<file path="config.mk">
export PLATFORM = sky130hd
export DESIGN_NAME = qed_dup_sequencer
export DESIGN_NICKNAME = d
export VERILOG_FILES = /design/src/rtl/qed_pkg.sv /design/src/rtl/qed_dup_transform.sv /design/src/rtl/qed_dup_sequencer.sv
export SDC_FILE = /design/constraint.sdc
export NUM_CORES = 1
export LEC_CHECK = 0
export BUFFER_PORTS_ARGS = -buffer_cell sky130_fd_sc_hd__buf_2
export CORE_MARGIN = 5
export CORE_UTILIZATION = 55
export CTS_BUF_LIST = sky130_fd_sc_hd__clkbuf_4 sky130_fd_sc_hd__clkbuf_8 sky130_fd_sc_hd__clkbuf_16
export DETAILED_ROUTE_END_ITERATION = 7
export MAX_ROUTING_LAYER = met4
export PLACE_DENSITY = 0.75
export SYNTH_ARGS = -nofsm -noshare
export SYNTH_HDL_FRONTEND = slang
export SYNTH_SLANG_ARGS = --single-unit
</file>
<file path="constraint.sdc">
create_clock -name clk -period 12.53 [get_ports clk]
set_input_delay 3.1325 -clock clk [delete_from_list [all_inputs] [get_ports clk]]
set_output_delay 3.1325 -clock clk [all_outputs]
set_load 0.02 [all_outputs]
</file>
<file path="src/rtl/qed_pkg.sv">
// Shared opcodes, FSM states and instruction classes for the SQED duplicate sequencer.
package qed_pkg;

  localparam logic [6:0] OPC_LOAD     = 7'b0000011;
  localparam logic [6:0] OPC_STORE    = 7'b0100011;
  localparam logic [6:0] OPC_OP_IMM   = 7'b0010011;
  localparam logic [6:0] OPC_OP_IMM32 = 7'b0011011;
  localparam logic [6:0] OPC_JALR     = 7'b1100111;
  localparam logic [6:0] OPC_OP       = 7'b0110011;
  localparam logic [6:0] OPC_OP32     = 7'b0111011;
  localparam logic [6:0] OPC_SYSTEM   = 7'b1110011;

  typedef enum logic [1:0] {ST_ORIG, ST_DUP, ST_DONE} state_e;

  typedef enum logic [2:0] {
    CLS_NONE, CLS_LOAD, CLS_STORE, CLS_RI, CLS_RR, CLS_CSR
  } instr_class_e;

  // CLS_NONE covers branches, JAL, LUI, AUIPC, FENCE and ECALL/EBREAK.
  function automatic instr_class_e classify(input logic [6:0] opcode, input logic [2:0] funct3);
    instr_class_e c;
    c = CLS_NONE;
    case (opcode)
      OPC_LOAD:                           c = CLS_LOAD;
      OPC_STORE:                          c = CLS_STORE;
      OPC_OP_IMM, OPC_OP_IMM32, OPC_JALR: c = CLS_RI;
      OPC_OP, OPC_OP32:                   c = CLS_RR;
      OPC_SYSTEM:                         c = (funct3 != 3'b000) ? CLS_CSR : CLS_NONE;
      default:                            c = CLS_NONE;
    endcase
    return c;
  endfunction

endpackage

</file>
<file path="src/rtl/qed_dup_transform.sv">
// Combinational EDDI-V rewrite: flags eligible instructions and builds the duplicate
// that targets the upper register half and the upper memory region.
module qed_dup_transform
  import qed_pkg::*;
#(
  parameter int REG_W         = 5,
  parameter int MEM_SPLIT_BIT = 7
) (
  input  logic [31:0] instr,
  output logic        eligible,
  output logic [31:0] dup_instr
);

  localparam logic [4:0]  REG_LOW = 5'((1 << (REG_W - 1)) - 1);
  localparam logic [4:0]  REG_TOP = 5'(1 << (REG_W - 1));
  localparam logic [11:0] IMM_LOW = 12'((1 << MEM_SPLIT_BIT) - 1);
  localparam logic [11:0] IMM_TOP = 12'(1 << MEM_SPLIT_BIT);

  instr_class_e cls;
  logic [4:0]   rd_dup, rs1_dup, rs2_dup;
  logic [11:0]  ld_imm, st_imm;

  // x0 stays x0 so that hard-wired zero reads are preserved in the duplicate.
  function automatic logic [4:0] remap(input logic [4:0] idx);
    return (idx == 5'd0) ? idx : ((idx & REG_LOW) | REG_TOP);
  endfunction

  function automatic logic [11:0] split_imm(input logic [11:0] imm);
    return (imm & IMM_LOW) | IMM_TOP;
  endfunction

  always_comb begin
    cls     = classify(instr[6:0], instr[14:12]);
    rd_dup  = remap(instr[11:7]);
    rs1_dup = remap(instr[19:15]);
    rs2_dup = remap(instr[24:20]);
    ld_imm  = split_imm(instr[31:20]);
    st_imm  = split_imm({instr[31:25], instr[11:7]});
    eligible  = (cls != CLS_NONE);
    dup_instr = instr;
    case (cls)
      CLS_LOAD:  dup_instr = {ld_imm, 5'd0, instr[14:12], rd_dup, instr[6:0]};
      CLS_STORE: dup_instr = {st_imm[11:5], rs2_dup, 5'd0, instr[14:12], st_imm[4:0], instr[6:0]};
      CLS_RI:    dup_instr = {instr[31:20], rs1_dup, instr[14:12], rd_dup, instr[6:0]};
      CLS_RR:    dup_instr = {instr[31:25], rs2_dup, rs1_dup, instr[14:12], rd_dup, instr[6:0]};
      CLS_CSR:   dup_instr = {instr[31:12], rd_dup, instr[6:0]};
      default:   dup_instr = instr;
    endcase
  end

endmodule

</file>
<file path="src/rtl/qed_dup_sequencer.sv">
// Sequential EDDI-V issue stage: forwards originals while recording them, then replays
// the recorded instructions as duplicates and tracks the commit balance.
module qed_dup_sequencer
  import qed_pkg::*;
#(
  parameter int DEPTH         = 8,
  parameter int REG_W         = 5,
  parameter int MEM_SPLIT_BIT = 7,
  parameter int CNT_W         = 8
) (
  input  logic             clk,
  input  logic             rst,
  input  logic             ena,
  input  logic [31:0]      ifu_instruction,
  input  logic             ifu_valid,
  output logic             ifu_ready,
  input  logic             exec_dup,
  input  logic             core_stall,
  output logic [31:0]      qed_instruction,
  output logic             qed_valid,
  output logic             qed_is_dup,
  output logic             qed_ready,
  output logic [CNT_W-1:0] orig_count,
  output logic [CNT_W-1:0] dup_count,
  output logic             fifo_full
);

  localparam int              AW      = $clog2(DEPTH);
  localparam logic [CNT_W-1:0] CNT_MAX = '1;

  state_e      state_reg;
  logic [31:0] mem [DEPTH];
  logic [AW:0] wr_ptr_reg, rd_ptr_reg, rd_ptr_next;
  logic        qed_cnt_reg;
  logic        ld, xfer, push, pop, pop_last, accept, fifo_empty;
  logic        in_eligible, head_eligible;
  logic [31:0] head_instr, head_dup;
  logic [31:0] push_dup_unused;

  qed_dup_transform #(.REG_W(REG_W), .MEM_SPLIT_BIT(MEM_SPLIT_BIT)) u_push_xform (
    .instr     (ifu_instruction),
    .eligible  (in_eligible),
    .dup_instr (push_dup_unused)
  );

  qed_dup_transform #(.REG_W(REG_W), .MEM_SPLIT_BIT(MEM_SPLIT_BIT)) u_pop_xform (
    .instr     (head_instr),
    .eligible  (head_eligible),
    .dup_instr (head_dup)
  );

  assign ld          = !qed_valid || !core_stall;
  assign accept      = qed_valid && !core_stall;
  assign fifo_empty  = (wr_ptr_reg == rd_ptr_reg);
  assign fifo_full   = (wr_ptr_reg[AW] != rd_ptr_reg[AW]) &&
                       (wr_ptr_reg[AW-1:0] == rd_ptr_reg[AW-1:0]);
  assign rd_ptr_next = rd_ptr_reg + 1'b1;
  assign head_instr  = mem[rd_ptr_reg[AW-1:0]];

  always_comb begin
    ifu_ready = 1'b0;
    if (!rst) begin
      if (!ena)
        ifu_ready = ld;
      else if (state_reg == ST_ORIG)
        ifu_ready = ld && !fifo_full && !exec_dup;
    end
  end

  assign xfer     = ifu_valid && ifu_ready;
  assign push     = ena && (state_reg == ST_ORIG) && xfer && in_eligible;
  assign pop      = ena && (state_reg == ST_DUP) && ld;
  assign pop_last = pop && (rd_ptr_next == wr_ptr_reg);

  assign qed_ready = (orig_count == dup_count) && (orig_count != '0) && fifo_empty && !qed_valid;

  always_ff @(posedge clk) begin
    if (push)
      mem[wr_ptr_reg[AW-1:0]] <= ifu_instruction;
  end

  always_ff @(posedge clk) begin
    if (rst) begin
      state_reg       <= ST_ORIG;
      wr_ptr_reg      <= '0;
      rd_ptr_reg      <= '0;
      qed_instruction <= '0;
      qed_valid       <= 1'b0;
      qed_is_dup      <= 1'b0;
      qed_cnt_reg     <= 1'b0;
      orig_count      <= '0;
      dup_count       <= '0;
    end else begin
      if (push) wr_ptr_reg <= wr_ptr_reg + 1'b1;
      if (pop)  rd_ptr_reg <= rd_ptr_next;

      // qed_cnt_reg tags the entry in the output register as one that participates in the balance.
      if (accept && qed_cnt_reg && ena) begin
        if (qed_is_dup) begin
          if (dup_count != CNT_MAX) dup_count <= dup_count + 1'b1;
        end else if (orig_count != CNT_MAX) begin
          orig_count <= orig_count + 1'b1;
        end
      end

      if (!ena) begin
        if (xfer) begin
          qed_instruction <= ifu_instruction;
          qed_valid       <= 1'b1;
          qed_is_dup      <= 1'b0;
          qed_cnt_reg     <= 1'b0;
        end else if (ld) begin
          qed_valid <= 1'b0;
        end
      end else begin
        case (state_reg)
          ST_ORIG: begin
            if (xfer) begin
              qed_instruction <= ifu_instruction;
              qed_valid       <= 1'b1;
              qed_is_dup      <= 1'b0;
              qed_cnt_reg     <= in_eligible;
            end else if (ld) begin
              qed_valid <= 1'b0;
            end
            if (exec_dup && !fifo_empty) state_reg <= ST_DUP;
          end
          ST_DUP: begin
            if (ld) begin
              qed_instruction <= head_dup;
              qed_valid       <= 1'b1;
              qed_is_dup      <= 1'b1;
              qed_cnt_reg     <= head_eligible;
              if (pop_last) state_reg <= ST_DONE;
            end
          end
          ST_DONE: begin
            if (ld) qed_valid <= 1'b0;
            if (!exec_dup) state_reg <= ST_ORIG;
          end
          default: state_reg <= ST_ORIG;
        endcase
      end
    end
  end

endmodule

</file>
==> flow_metrics.tcl, run 1 <==
set metrics [dict create \
    fin_cells 1267 \
    cts_resized 0 \
    power_density_nw_per_um2 144 \
    synth_cells 830 \
    fillers 1696 \
    grt_pass1_vias 7747 \
    final_common_cell "edfxtp_1" \
    gr-usage-all-layers_pct 22.1 \
    p_seq_share_pct 53.9 \
    clkLatencyLatePin_ps 560 \
    drtAntennaViolNets 0 \
    cts_tree "yes" \
    vias_per_cell 6.06 \
    crit_path_start_kind "primary input" \
    die_w_um 165 \
    drt_wl_total_um 28700 \
    synth_warnings 0 \
    ff2ff_setup_slack_ps 8720 \
    dieArea_um2 27100 \
    synth.distinct_cells 60 \
    sw_frac_of_total_pct 20.5 \
    antenna_found_initial 2 \
    post-route-drc-count 0 \
    cts_buffers 30 \
    placed_cells 1210 \
    routedWlPerCell_um 22.6 \
    crit_fanout 64 \
    p_comb_share_pct 3.9 \
    area_growth_pct 14.0 \
    netlist_area_um2 13200 \
    p_leak_nw 4.93 \
    worst_pin_slew_ps 1230 \
    num_rows 56 \
    dr.pass1.iters 5 \
    power_switching_uw 443 \
    place_area_um2 14000 \
    gr-usage-met2_pct 35.4 \
    num_io_pins 91 \
    setup_viol 0 \
    dp_hpwl_um 17300 \
    rsz0062_at_grt "no" \
    clock.fmax_ghz 0.137 \
    crit_required_ps 9400 \
    start_util_pct 55.9 \
    grt_util_met3_pct 3.24 \
    drt_iter0_drc 753 \
    overflow 0 \
    post-route-min-period_ps 7310 \
    synthArstFlopShare_pct 0 \
    p_int_mw 1.72 \
    layout_common_cells "256 x edfxtp_1, 90 x buf_2, 61 x dfxtp_1" \
    r2r-end "qed_cnt_reg$_SDFFE_PP0P_" \
    synth-seq-cells 320 \
    layout-drive-gt1-share_pct 26.2 \
    critPathCapture "ifu_ready" \
    period_share_pct 58.3 \
    core_area_um2 23500 \
    gp_congestion 0.779 \
    slew_headroom_pct 18.1 \
    design_area_um2 15000 \
    post_cts_buffers 0 \
    crit_type "in2out" \
    grt_max_degree 65 \
    largest_reg_flops 256 \
    synth_fp_nets 876 \
    synth_area_per_cell_um2 15.9 \
    critPathLaunch "rst" \
    clock_skew_ps 24.0 \
    io_buffers 90 \
    multi_input_area_um2 3970 \
    final_nets 969 \
    finalMaxSlewViolations 0 \
    regArea_um2 8970 \
    vias 7676 \
    setup_tns_ps 0 \
    grtUsageMet1_pct 30.3 \
    max_cap_viol_count 0 \
    arrival_ps 4180 \
    postCtsHoldBufs 0 \
    synthFlopType "edfxtp_1" \
    fp.dieH_um 165 \
    clkPwrFrac_pct 42.3 \
    grt_pass1_wl_um 44700 \
    power.total_mw 2.16 \
    clkSlewWorstSetupHoldPaths_ps 60 \
    vdd_drop_max_v 0.000109 \
    synth_edf_count 256 \
    hold_class "reg2reg" \
    clkSinkCount 320 \
    seq_area_frac_synth_pct 68.1 \
    clockBufferDepth 3 \
    reg2regPathDepth 7 \
    grt.busiest_layer "met2" \
    crit_path_end_kind "output port" \
    finalHoldViolations 0 \
    cts_max_level 1 \
    status "complete, no violations" \
    root_buffer "clkbuf_16" \
]
metal layers:
layer	vias up	wire length, um
li1	3465	-
met1	3827	11900
met2	328	13900
met3	56	2220
met4	0	651
met5	-	0
synthesized netlist by cell type (2+ instances only):
cell type,instances,area [um^2]
edfxtp_1,256,7690
dfxtp_1,64,1280
mux4_2,59,1330
nand2_1,55,206
nor2_1,52,195
a21oi_1,41,205
mux2i_1,38,380
a211oi_1,22,165
clkbuf_1,22,82.6
o31ai_1,22,165
buf_2,18,90.1
xnor2_1,18,158
o21ai_0,14,70.1
inv_1,12,45.0
xor2_1,11,96.3
nand3_1,10,50.1
nor3_1,9,45.0
ha_1,8,100
nand4_1,8,50.1
o2bb2ai_1,8,70.1
a31oi_1,5,31.3
or3_1,5,31.3
a22oi_1,4,30.0
and2_1,4,25.0
buf_1,4,15.0
nor4_1,4,25.0
nor4b_1,4,35.0
o211ai_1,4,30.0
a21o_1,3,22.5
a311oi_1,3,26.3
and3_1,3,18.8
buf_6,3,33.8
nand2b_1,3,18.8
nor2b_1,3,18.8
and4_1,2,17.5
buf_4,2,15.0
mux2_2,2,22.5
nor3b_1,2,15.0
o41ai_1,2,17.5
final cells by class:
cell class,count,area share [%]
Antenna cell,2,0.0333
Clock buffer,39,5.61
Clock inverter,16,1.14
Inverter,13,0.325
Multi-Input combinational cell,448,26.4
Sequential cell,320,59.8
Tap cell,319,2.66
Timing Repair Buffer,110,4.00
metrics by stage:
step	setup WS [ps]	hold WS [ps]	utilization (%)
after CTS	5200	474	63.7
after floorplan	4340	463	-
after global routing	5130	504	63.8
after detailed placement	5210	465	59.4
final	5220	469	63.8
after global placement	5200	456	59.4
power groups by stage:
stage / Combinational (mW) / Sequential (mW) / Clock (mW)
floorplan: 0.0338 / 1.20 / 0
global placement: 0.0802 / 1.19 / 0
detailed placement: 0.0829 / 1.19 / 0
CTS: 0.0833 / 1.16 / 0.932
global route: 0.0906 / 1.16 / 0.982
finish: 0.0833 / 1.16 / 0.914
cells by family (layout without fill, tap and decap cells):
logic type | Yosys count | count (layout) | share of synthesized area, %
flip-flops | 320 | 320 | 68.1
AND/OR/NAND/NOR | 171 | 171 | 6.24
AO/OA/AOI/OAI | 138 | 138 | 7.18
multiplexers | 101 | 101 | 13.5
buffers and inverters | 62 | 178 | 2.17
XOR/XNOR | 30 | 30 | 2.05
adder cells (fa/ha/maj) | 8 | 8 | 0.760
other | 0 | 2 | 0
how the worst min path moves through the flow:
| stage | from | end | depth (start not counted) |
|---|---|---|---|
| floorplan | wr_ptr_reg[3]$_SDFFE_PP0P_ | wr_ptr_reg[3]$_SDFFE_PP0P_ | 2 |
| finish | qed_instruction[29]$_SDFFE_PP0P_ | qed_instruction[29]$_SDFFE_PP0P_ | 2 |
| global route | qed_instruction[29]$_SDFFE_PP0P_ | qed_instruction[29]$_SDFFE_PP0P_ | 2 |
| global placement | qed_instruction[30]$_SDFFE_PP0P_ | qed_instruction[30]$_SDFFE_PP0P_ | 2 |
| detailed placement | qed_instruction[31]$_SDFFE_PP0P_ | qed_instruction[31]$_SDFFE_PP0P_ | 2 |
| CTS | qed_instruction[31]$_SDFFE_PP0P_ | qed_instruction[31]$_SDFFE_PP0P_ | 2 |
critical path, cell delays in order:
cell     delay [ps]
buf_2            80
buf_4           570
a21o_1          180
a21oi_1          40
buf_2           160
Note: power is estimated with default switching activity, not from simulation.
==> inputs of run 2 (changes only) <==
--- a/config.mk
+++ b/config.mk
@@ -5,13 +5,14 @@
 export SDC_FILE = /design/constraint.sdc
 export NUM_CORES = 1
 export LEC_CHECK = 0
+export ABC_AREA = 1
 export BUFFER_PORTS_ARGS = -buffer_cell sky130_fd_sc_hd__buf_2
 export CORE_MARGIN = 5
 export CORE_UTILIZATION = 55
 export CTS_BUF_LIST = sky130_fd_sc_hd__clkbuf_4 sky130_fd_sc_hd__clkbuf_8 sky130_fd_sc_hd__clkbuf_16
 export DETAILED_ROUTE_END_ITERATION = 7
 export MAX_ROUTING_LAYER = met4
-export PLACE_DENSITY = 0.75
+export PLACE_DENSITY = 0.74
 export SYNTH_ARGS = -nofsm -noshare
 export SYNTH_HDL_FRONTEND = slang
 export SYNTH_SLANG_ARGS = --single-unit
==> constraint.sdc (replaced) <==
create_clock -name clk -period 7.43 [get_ports clk]
set_input_delay 1.8575 -clock clk [delete_from_list [all_inputs] [get_ports clk]]
set_output_delay 1.8575 -clock clk [all_outputs]
set_load 0.02 [all_outputs]
==> flow_metrics.tcl, run 2 <==
set metrics [dict create \
    status "complete, no violations" \
    drt_iter0_drc 1085 \
    clock.fmax_ghz 0.182 \
    root_buffer "clkbuf_16" \
    post_cts_buffers 0 \
    dp_hpwl_um 21200 \
    crit_type "in2out" \
    route.met3.wl_um 3010 \
    drtAntennaViolNets 0 \
    post-route-min-period_ps 5480 \
    cts_buffers 35 \
    vias 10700 \
    synthTopCellsByArea "edfxtp_1 55%, dfxtp_1 9.1%, nand2_1 7.8%" \
    crit_fanout 34 \
    clock_skew_ps 15.9 \
    dr.pass1.iters 7 \
    post-place-ws_ps 1990 \
    ff2ff_setup_slack_ps 3600 \
    worst_pin_slew_ps 1240 \
    synth_area_per_cell_um2 10.1 \
    r2r-end "mem[0][1]$_DFFE_PP_" \
    netlist_area_um2 14100 \
    synth_warnings 0 \
    slowest_stage "inv_1" \
    postCtsHoldBufs 0 \
    critPathLaunch "rst" \
    grt_pass1_wl_um 56400 \
    synth-seq-cells 320 \
    netlist_top_cells_count "292 x nand2_1, 256 x edfxtp_1, 147 x nor2_1" \
    reg2regPathDepth 11 \
    final_nets 1509 \
    layout_common_cells "292 x nand2_1, 256 x edfxtp_1, 146 x nor2_1" \
    grt_pass1_vias 10300 \
    setup_viol 0 \
    hold_class "reg2reg" \
    crit_path_start_kind "primary input" \
    whs_ps 488 \
    post-route-drc-count 0 \
    io_buffers 90 \
    antenna_found_initial 1 \
    slew_headroom_pct 16.9 \
    fin_ws_ps 1950 \
    area_growth_pct 12.5 \
    vias_per_cell 5.87 \
    core_area_um2 25200 \
    overflow 0 \
    max_stage_delay_ps 660 \
    grt_max_degree 99 \
    clockBufferDepth 3 \
    synth_cells 1396 \
    finalMaxSlewViolations 0 \
    yosysMostFrequentCell "nand2_1" \
    path_buf_inv 3 \
    routed.top_layer "met4" \
    num_rows 58 \
    finalHoldViolations 0 \
    drt_wl_total_um 36300 \
    clkLatencyLatePin_ps 520 \
    cpMostUsedCell "buf_2" \
    cts_resized 0 \
    path_cells "buf_2, inv_1, nand2_1, nor2_1, buf_2" \
    clkSinkCount 320 \
    max_cap_viol_count 0 \
    fillers 1980 \
    setup_tns_ps 0 \
    start_util_pct 55.9 \
    seq_area_frac_synth_pct 63.8 \
    cp.depth 5 \
    r2r_start "wr_ptr_reg[2]$_SDFFE_PP0P_" \
    power_density_nw_per_um2 292 \
    period_share_pct 73.8 \
    rsz0062_at_grt "no" \
    synth_top_cell_by_area "edfxtp_1" \
    gr-usage-all-layers_pct 25.6 \
    crit_family "buffers and inverters" \
    crit_required_ps 5570 \
    largest_reg_flops 256 \
    cts_tree "yes" \
    arrival_ps 3620 \
    cts_max_level 2 \
    layout-drive-gt1-share_pct 13.7 \
    final_common_cell "nand2_1" \
    synthArstFlopShare_pct 0 \
    die_w_um 170 \
    synth.distinct_cells 46 \
    dieArea_um2 28900 \
    crit_path_end_kind "output port" \
    gp_congestion 0.911 \
    clkSlewWorstSetupHoldPaths_ps 60 \
    synth_top_area_share_pct 54.7 \
    synth_edf_count 256 \
    wl_met1_um 14500 \
    num_io_pins 91 \
    critPathCapture "ifu_ready" \
    fp.dieH_um 170 \
    synthFlopType "edfxtp_1" \
    p_leak_nw 6.12 \
    synth_fp_nets 1442 \
    power.total_mw 4.62 \
    dr_wl_met2_um 17700 \
    routedWlPerCell_um 19.9 \
    vdd_drop_max_v 0.000247 \
]
[run 2: kinds of logic (layout without fill, tap and decap cells)]
family                     Yosys count  after routing  synth area share, %
DFF                                320            320                 63.8
muxes                                3              3                0.213
other                                0              1                    0
adders and majority gates            8              8                0.712
buffers and inverters              194            287                 6.29
and+or+nand+nor                    583            583                 17.3
xor gates and xnor gates            12             12                0.747
AOI/OAI and AO/OA                  276            276                 11.0
[run 2: final cells by class]
| cell class | count | area (um^2) | share of cell area, % |
|---|---|---|---|
| diodes | 1 | 2.50 | 0.0158 |
| clock buffers | 47 | 1020 | 6.45 |
| clock inverters | 16 | 135 | 0.854 |
| inverters | 117 | 444 | 2.81 |
| multi-input cells | 882 | 4260 | 26.9 |
| flip-flops and latches | 320 | 8970 | 56.7 |
| well taps | 330 | 413 | 2.61 |
| repair buffers | 107 | 578 | 3.65 |
[run 2: worst reg2reg max path, stage by stage (launching register included)]
cell	delay [ps]
dfxtp_1	600
xor2_1	240
nor2_1	70
nand2_1	110
nand2_1	70
nand2_1	90
nand3_2	60
buf_4	300
nor3_2	200
nand2_1	210
nor3_2	980
buf_4	530
[run 2: per-layer routing]
metal,vias up,GRT usage (%)
li1,4963,-
met1,5128,34.1
met2,505,40.7
met3,79,3.90
met4,0,8.85
met5,-,-
[run 2: power by group]
part | total, mW | leakage (nW) | internal, mW | switching [mW]
sequential | 2.06 | 2.82 | 1.99 | 0.0734
clock | 1.72 | 0.583 | 1.01 | 0.710
combinational | 0.836 | 2.72 | 0.250 | 0.586
total | 4.62 | 6.12 | 3.25 | 1.37
[run 2: per-stage QoR]
stage | util (%) | instance area (um^2) | instances
6_report | 62.8 | 15800 | 1820
5_1_grt | 62.8 | 15800 | 1820
4_1_cts | 62.8 | 15800 | 1819
3_5_place_dp | 58.2 | 14700 | 1756
3_3_place_gp | 58.2 | 14700 | 1756
2_1_floorplan | - | 14100 | 1396
[run 2: how the worst min path moves through the flow]
stage                                       end  cells past startpoint                              from  slack [ps]
4_1_cts        qed_instruction[30]$_SDFFE_PP0P_                      2  qed_instruction[30]$_SDFFE_PP0P_         490
3_3_place_gp    qed_instruction[2]$_SDFFE_PP0P_                      2   qed_instruction[2]$_SDFFE_PP0P_         470
5_1_grt                qed_cnt_reg$_SDFFE_PP0P_                      2          qed_cnt_reg$_SDFFE_PP0P_         510
3_5_place_dp   qed_instruction[30]$_SDFFE_PP0P_                      2  qed_instruction[30]$_SDFFE_PP0P_         480
2_1_floorplan          qed_cnt_reg$_SDFFE_PP0P_                      2          qed_cnt_reg$_SDFFE_PP0P_         440
6_report       qed_instruction[30]$_SDFFE_PP0P_                      2  qed_instruction[30]$_SDFFE_PP0P_         490
==> inputs of run 3 (changes only) <==
--- a/config.mk
+++ b/config.mk
@@ -5,14 +5,14 @@
 export SDC_FILE = /design/constraint.sdc
 export NUM_CORES = 1
 export LEC_CHECK = 0
-export ABC_AREA = 1
+export ABC_AREA = 0
 export BUFFER_PORTS_ARGS = -buffer_cell sky130_fd_sc_hd__buf_2
 export CORE_MARGIN = 5
 export CORE_UTILIZATION = 55
 export CTS_BUF_LIST = sky130_fd_sc_hd__clkbuf_4 sky130_fd_sc_hd__clkbuf_8 sky130_fd_sc_hd__clkbuf_16
 export DETAILED_ROUTE_END_ITERATION = 7
 export MAX_ROUTING_LAYER = met4
-export PLACE_DENSITY = 0.74
+export PLACE_DENSITY = 0.75
 export SYNTH_ARGS = -nofsm -noshare
 export SYNTH_HDL_FRONTEND = slang
 export SYNTH_SLANG_ARGS = --single-unit
==> constraint.sdc (replaced) <==
create_clock -name clk -period 5.6 [get_ports clk]
set_input_delay 1.4 -clock clk [delete_from_list [all_inputs] [get_ports clk]]
set_output_delay 1.4 -clock clk [all_outputs]
set_load 0.02 [all_outputs]
==> flow_metrics.tcl, run 3 (same netlist as run 1, synthesis figures left out) <==
set metrics [dict create \
    hold_path.startpoint "qed_instruction[28]$_SDFFE_PP0P_" \
    rsz0062_at_grt "no" \
    post-route-min-period_ps 4140 \
    r2r-end "mem[4][28]$_DFFE_PP_" \
    antenna_found_initial 1 \
    vias_per_cell 6.07 \
    drtAntennaViolNets 0 \
    postCtsHoldBufs 0 \
    post_cts_buffers 0 \
    clkSinkCount 320 \
    crit_path_end_kind "register" \
    setup_viol 0 \
    grt_pass1_wl_um 44400 \
    vdd_drop_max_v 0.000283 \
    io_buffers 90 \
    cts_tree "yes" \
    dieArea_um2 27100 \
    crit_path_start_kind "primary input" \
    max_cap_viol_count 0 \
    dr.pass1.iters 5 \
    post-route-drc-count 0 \
    reg2regPathDepth 9 \
    placed_cells 1212 \
    drt_iter0_drc 682 \
    finalHoldViolations 0 \
    start_util_pct 55.9 \
    routedWlPerCell_um 22.4 \
    fin_ws_ps 1460 \
    root_buffer "clkbuf_16" \
    area_growth_pct 14.1 \
    largest_reg_flops 256 \
    fillers 1696 \
    ff2ff_setup_slack_ps 1940 \
    design_area_um2 15000 \
    die_w_um 165 \
    grt_max_degree 44 \
    cts_buffers 30 \
    whs_ps 471 \
    clockBufferDepth 3 \
    p_leak_nw 4.95 \
    power_density_nw_per_um2 321 \
    post-place-ws_ps 894 \
    vias 7699 \
    status "complete, no violations" \
    hold_class "reg2reg" \
    layout_common_cells "256 x edfxtp_1, 90 x buf_2, 61 x dfxtp_1" \
    fp.dieH_um 165 \
    num_io_pins 91 \
    cts_resized 0 \
    holdPathEnd "qed_instruction[28]$_SDFFE_PP0P_" \
    cts_max_level 1 \
    num_rows 56 \
    drt_wl_total_um 28400 \
    overflow 0 \
    clock_skew_ps 20.1 \
    core_area_um2 23500 \
    final_nets 971 \
    slew_headroom_pct 13.8 \
    clkLatencyLatePin_ps 550 \
    clock.fmax_ghz 0.242 \
    place_area_um2 14000 \
    min_delay_path_depth 2 \
    clkSlewWorstSetupHoldPaths_ps 60 \
    gr-usage-all-layers_pct 22.0 \
    crit_required_ps 5810 \
    r2r_start "state_reg[1]$_SDFFE_PP0P_" \
    period_share_pct 73.9 \
    crit_fanout 31 \
    final_common_cell "edfxtp_1" \
    fin_cells 1269 \
    worst_pin_slew_ps 1290 \
    layout-drive-gt1-share_pct 26.0 \
    power.total_mw 4.82 \
    arrival_ps 4350 \
    crit_type "in2reg" \
    finalMaxSlewViolations 0 \
    grt_pass1_vias 7724 \
    gp_congestion 0.784 \
    dp_hpwl_um 17900 \
]
## run 3: cell count changes in the layout (fill, tap and decap cells not counted), moves of 13 or more
cell and change:
o21ai_1 -21, o21ai_0 -101, inv_1 -95, o22ai_1 -34
o31ai_1 +22, a21oi_1 -25, xnor2_1 +13, nor2_1 -95
a211oi_1 +22, nand3_1 -95, mux2i_1 +35, nand2_1 -237
mux4_2 +59
## run 3: area by class of cell
type                    count  area (um^2)  area share (%)
clock inverters            14          116           0.775
repair buffers            112          616            4.10
diodes                      1         2.50          0.0167
well taps                 319          399            2.66
multi-input cells         448         3970            26.4
flip-flops and latches    320         8970            59.7
clock buffers              42          895            5.96
inverters                  13         48.8           0.325
## run 3: worst max path at each step
stage / from / endpoint / slack [ps]
floorplan: rst / mem[1][0]$_DFFE_PP_ / -860
global placement: rst / mem[4][11]$_DFFE_PP_ / 990
detailed placement: rst / mem[4][11]$_DFFE_PP_ / 890
CTS: rst / mem[4][26]$_DFFE_PP_ / 1420
global route: rst / mem[4][23]$_DFFE_PP_ / 1250
finish: rst / mem[4][28]$_DFFE_PP_ / 1460
## run 3: per-layer routing
metal	up-vias	share of wire, %	GRT usage [%]
met1	3852	41	30.2
li1	3460	-	-
met4	0	2.4	5.86
met2	334	48	34.7
met3	53	8.4	3.67
met5	-	0	-
## run 3: critical path: stages
cell and delay (ps):
buf_2 300, a21o_1 270, nor3b_2 290, a21oi_4 50, nor3_1 260, nand2_1 240
nor3_2 1030, buf_4 480
## run 3: where the power goes
| part | internal [mW] | switching [mW] | total, mW |
|---|---|---|---|
| clock network | 1.20 | 0.826 | 2.03 |
| logic | 0.0604 | 0.125 | 0.185 |
| registers | 2.59 | 0.0248 | 2.61 |
| total | 3.85 | 0.976 | 4.82 |
## run 3: stage by stage
step	setup TNS (ps)	utilization (%)
floorplan	-72370	-
global route	0	63.8
global placement	0	59.5
finish	0	63.8
CTS	0	63.8
detailed placement	0	59.5
